File: config.mk
export PLATFORM = sky130hd
export DESIGN_NAME = plab4_net_router_output_terminal_ctrl
export DESIGN_NICKNAME = d
export VERILOG_FILES = /design/src/rtl/plab4_net_router_output_terminal_ctrl_pkg.sv /design/src/rtl/plab4_net_RoundRobinArbiter3.sv /design/src/rtl/plab4_net_router_output_terminal_ctrl.sv
export SDC_FILE = /design/constraint.sdc
export NUM_CORES = 1
export LEC_CHECK = 0
export ABC_AREA = 1
export CAP_MARGIN = 30
export CORE_ASPECT_RATIO = 1.4
export CORE_UTILIZATION = 52
export CTS_CLUSTER_DIAMETER = 60
export DETAILED_ROUTE_END_ITERATION = 8
export GPL_ROUTABILITY_DRIVEN = 1
export PLACE_DENSITY = 0.86
export REMOVE_ABC_BUFFERS = 1
export SLEW_MARGIN = 20
export SYNTH_ARGS = -nofsm -noshare
export SYNTH_HDL_FRONTEND = slang
export SYNTH_HIERARCHICAL = 1
export SYNTH_SLANG_ARGS = --single-unit
File: constraint.sdc
create_clock -name clk -period 2.1 [get_ports clk]
set_input_delay 0.42 -clock clk [delete_from_list [all_inputs] [get_ports clk]]
set_output_delay 0.42 -clock clk [all_outputs]
set_load 0.05 [all_outputs]
File: src/rtl/plab4_net_router_output_terminal_ctrl_pkg.sv
// Shared definitions for the router output-port controller.
//   - Route / crossbar-select codes (prev, term, next).
//   - Bit positions of the three input-controller requests.
//   - Reset value of the round-robin priority pointer.
//   - Helpers to encode a one-hot winner and to rotate a pointer.
package plab4_net_router_output_terminal_ctrl_pkg;

  // Route codes, reused directly as the crossbar select encoding.
  localparam logic [1:0] RoutePrev = 2'd0;
  localparam logic [1:0] RouteTerm = 2'd1;
  localparam logic [1:0] RouteNext = 2'd2;

  // Request / grant bit order.
  localparam int unsigned ReqPrevBit = 0;
  localparam int unsigned ReqTermBit = 1;
  localparam int unsigned ReqNextBit = 2;

  // Pointer value after reset: the prev input has highest priority.
  localparam logic [2:0] PrioReset = 3'b001;

  // One-hot winner to crossbar select; zero vector maps to RoutePrev.
  function automatic logic [1:0] enc_route(input logic [2:0] onehot);
    logic [1:0] route;
    route = RoutePrev;
    if (onehot[ReqTermBit]) route = RouteTerm;
    if (onehot[ReqNextBit]) route = RouteNext;
    return route;
  endfunction

  // Rotate left by one (bit0->1->2->0): the winner drops to lowest priority.
  function automatic logic [2:0] rotl3(input logic [2:0] onehot);
    return {onehot[1:0], onehot[2]};
  endfunction

endpackage

File: src/rtl/plab4_net_RoundRobinArbiter3.sv
// Three-way round-robin arbiter (purely combinational).
// Ports:
//   prio   in  3  one-hot pointer marking the highest-priority request bit
//   reqs   in  3  request vector
//   winner out 3  one-hot winner, or zero when no request is set
// The search starts at the pointer bit and proceeds upward, wrapping 2->0.
module plab4_net_RoundRobinArbiter3
  import plab4_net_router_output_terminal_ctrl_pkg::*;
(
  input  logic [2:0] prio,
  input  logic [2:0] reqs,
  output logic [2:0] winner
);

  always_comb begin
    winner = 3'b000;
    unique case (prio)
      3'b010: begin
        if      (reqs[ReqTermBit]) winner = 3'b010;
        else if (reqs[ReqNextBit]) winner = 3'b100;
        else if (reqs[ReqPrevBit]) winner = 3'b001;
      end
      3'b100: begin
        if      (reqs[ReqNextBit]) winner = 3'b100;
        else if (reqs[ReqPrevBit]) winner = 3'b001;
        else if (reqs[ReqTermBit]) winner = 3'b010;
      end
      // 3'b001 and any malformed pointer fall back to prev-first order so the
      // output stays defined.
      default: begin
        if      (reqs[ReqPrevBit]) winner = 3'b001;
        else if (reqs[ReqTermBit]) winner = 3'b010;
        else if (reqs[ReqNextBit]) winner = 3'b100;
      end
    endcase
  end

endmodule

File: src/rtl/plab4_net_router_output_terminal_ctrl.sv
// Router output-port controller: round-robin arbitration among the prev,
// terminal and next input controllers, with per-security-domain pointer and
// saturating transfer counter.
// Ports:
//   clk        in   1            clock
//   reset      in   1            asynchronous active-low reset
//   cur_sd     in   1            security domain selecting pointer and counter
//   reqs       in   3            requests (bit0 prev, bit1 term, bit2 next)
//   grants     out  3            one-hot grant, only when out_rdy is high
//   out_val    out  1            output valid (any request)
//   out_rdy    in   1            output ready
//   sel        out  2            crossbar select (0 prev, 1 term, 2 next)
//   xfer_count out  p_cnt_nbits  transfer count of cur_sd
module plab4_net_router_output_terminal_ctrl
  import plab4_net_router_output_terminal_ctrl_pkg::*;
#(
  parameter int          p_router_id = 0,
  parameter int unsigned p_cnt_nbits = 16
) (
  input  logic                   clk,
  input  logic                   reset,
  input  logic                   cur_sd,
  input  logic [2:0]             reqs,
  output logic [2:0]             grants,
  output logic                   out_val,
  input  logic                   out_rdy,
  output logic [1:0]             sel,
  output logic [p_cnt_nbits-1:0] xfer_count
);

  // Elaboration-time sanity check on the parameters.
  if (p_router_id < 0 || p_cnt_nbits < 1) begin : g_bad_params
    $error("plab4_net_router_output_terminal_ctrl: bad parameters");
  end

  localparam logic [p_cnt_nbits-1:0] CntMax = {p_cnt_nbits{1'b1}};

  // Per-domain state; index 0/1 is the security domain.
  logic [2:0]             prio_q [2];
  logic [p_cnt_nbits-1:0] cnt_q  [2];

  logic [2:0]             prio_act;
  logic [p_cnt_nbits-1:0] cnt_act;
  logic [2:0]             winner;
  logic                   xfer;
  logic [2:0]             prio_d;
  logic [p_cnt_nbits-1:0] cnt_d;

  // Only the active domain's entries are ever selected or updated.
  assign prio_act = prio_q[cur_sd];
  assign cnt_act  = cnt_q[cur_sd];

  plab4_net_RoundRobinArbiter3 u_arb (
    .prio   (prio_act),
    .reqs   (reqs),
    .winner (winner)
  );

  always_comb begin
    out_val    = |reqs;
    sel        = enc_route(winner);
    grants     = out_rdy ? winner : 3'b000;
    xfer_count = cnt_act;
    xfer       = out_val & out_rdy;
    prio_d     = rotl3(winner);
    cnt_d      = (cnt_act == CntMax) ? cnt_act : cnt_act + 1'b1;
  end

  always_ff @(posedge clk or negedge reset) begin
    if (!reset) begin
      prio_q[0] <= PrioReset;
      prio_q[1] <= PrioReset;
      cnt_q[0]  <= '0;
      cnt_q[1]  <= '0;
    end else if (xfer) begin
      prio_q[cur_sd] <= prio_d;
      cnt_q[cur_sd]  <= cnt_d;
    end
  end

endmodule

==> metrics.csv <==
metric;value;unit
place_congestion;1.00;
die_w;63.3;microns
cap_viol_max_count;0;
grt_usage;29.4;%
dr_total_vias;2832;
power;3260;uW
clock_latency;0.29;ns
cp_cell_sequence;inv_2 -> o21ai_4 -> inv_2 -> nand3_4 -> nand3_2 -> nand3_4 -> nand2_2 -> inv_2 -> buf_12;
synth_cells;405;
drv_slew;0;
hold_violations;0;
crit_top_cell;inv_2;
power-per-cell-area;911;nW/um^2
worstPathRequired;1.68;ns
cts_made_buffers;5;
dr.pass1.iters;7;
avgSynthCellArea;6.75;sq um
tightestPinTransition;0.853;ns
finalWirelength;7.63;mm
finalCriticalPeriod;2.17;ns
critical_path.max_stage_delay;0.54;ns
grt_first_pass_wirelength;12.7;mm
placed_cells;510;
skew;0.00378;ns
dieHeight;87.8;microns
synth-main-ff-cell;dfrtp_1;
slew_headroom;43.1;%
final_util;72.3;%
path_buf_inv;4;
ys_types;29;
drc;0;
synth_edf_count;0;
post-route-period-util;104;%
fin_cells;521;
num_rows;30;
io_buffers;28;
final_cell_mix;189 x nand2_1, 36 x inv_1, 36 x dfrtp_1;
grt_overflow;0;
clockBufferDepth;2;
hp-class;input pin to async pin;
wl_met3;448;microns
grt_pass1_vias;2885;
drive_gt1_share;30.0;%
rsz0062_at_grt;true;
cp-end-kind;primary output;
violations;negative setup slack;
wl_met1;2.76;mm
ant_nets;0;
irDropWorstVdd;667;uV
power_leakage;0.00188;uW
initial_core_util;55.2;%
wire_per_inst;14.6;microns
grt_max_degree;39;
layout_commonest_cell;nand2_1;
top_layer;met4;
critPathSlowestCell;dfstp_2;
cts_tree;built;
clk_pin_slew;0.08;ns
dr_wl_met2;4.00;mm
setup_violations;5;
avgViaCountPerCell;5.44;
cts_root_buffer;clkbuf_8;
finalNetCount;464;
cp.arrival;1.75;ns
die_area;5560;sq um
drt_iter0_drc;202;
fmax;0.460;GHz
critical_path_class;flop to primary output;
yosys_warnings;6;
dp_hpwl;5.38;mm
antenna_found_initial;0;
crit_fanout;4;
clock-sinks;38;
htreeDepth;2;
startpoint_type;flop;
diodes;0;
yosysSeqAreaShare;34.9;%
async_flop_share;100;%
synth_seq_cells;38;
reg2reg_slack;0.42;ns
syn_area;2740;sq um
core_area;4950;sq um
area_growth;31.0;%
cpLargestDelayFamily;flip-flops;
setup_ws;-0.0739;ns
ioPinCount;29;
outcome;finished with violations;
## flip-flops by register name (all words and copies together), names as in the netlist
signal  count
cnt_q      32
prio_q      6
## final cells by class
cell class	count	area (sq um)
clock buffer	5	68.8
inverter	47	181
multi-input combinational	308	1610
sequential	38	953
fill	376	1370
clock inverter	3	45.0
timing repair buffer	56	644
tap	64	80.1
## routing by layer
layer / global-route usage, % / up-vias
met4: 17.8 / 0
li1: - / 1349
met2: 55.1 / 121
met3: 3.78 / 44
met5: 0 / -
met1: 31.4 / 1318
## where the power goes
part,internal (uW),switching [uW],total [uW]
Clock,353,279,633
Sequential,898,103,1000
Combinational,628,1000,1630
Total,1880,1380,3260
## path summary, 6_finish.rpt
check                             to  cells after the start  startpoint
setup / recovery           grants[2]                      9   prio_q[3]
hold / removal             cnt_q[31]                      1       reset
setup reg to reg           prio_q[5]                     11   prio_q[3]
hold reg to reg            cnt_q[15]                      2   cnt_q[15]
max in group asynchronous   cnt_q[7]                      1       reset
min in group clk           cnt_q[15]                      2   cnt_q[15]
## logic make-up after synthesis
| kind of cell | count (synthesis) | synth area share (%) |
|---|---|---|
| compound gates | 23 | 5.86 |
| xor+xnor | 4 | 1.28 |
| fa+ha+maj | 1 | 0.457 |
| buf+inv | 59 | 10.2 |
| flops | 38 | 34.9 |
| simple gates | 280 | 47.4 |
## synthesized netlist by cell type (5+ instances only)
master / instances / area (sq um)
nand3_1: 18 / 90.1
inv_1: 42 / 158
o21ai_2: 6 / 52.6
o21ai_0: 10 / 50.1
nand3_2: 13 / 130
o21ai_1: 5 / 25.0
nand4_1: 7 / 43.8
buf_6: 5 / 56.3
nor2_1: 16 / 60.1
nor2_2: 12 / 75.1
nand2_1: 194 / 728
dfrtp_1: 36 / 901
nand2_2: 13 / 81.3
## metrics by stage
stage | setup WS (ns) | setup TNS [ns] | hold WS [ns] | cell area (sq um)
6_report | -0.0739 | -0.320 | 0.230 | 3580
5_1_grt | -0.140 | -0.626 | 0.281 | 3580
4_1_cts | -0.0366 | -0.116 | 0.260 | 3520
3_5_place_dp | -0.0794 | -0.106 | 0.465 | 3330
3_3_place_gp | -0.0263 | -0.0263 | 0.458 | 3330
2_1_floorplan | -0.646 | -8.19 | 0.124 | 2640
## repair_timing
action                     4_1_cts  5_1_grt
gates resized for setup         21       13
setup endpoints to repair        5        5
buffers inserted                 2        1
pin swaps                        5        9
hold buffers                     0        0
## worst register-to-register path: cells and delay by family (launching register included)
family	cells	cell delay [ns]
DFF	1	0.54
buffers and inverters	5	0.44
AOI/OAI and AO/OA	2	0.25
and+or+nand+nor	4	0.35
(Power assumes the default switching activity.)
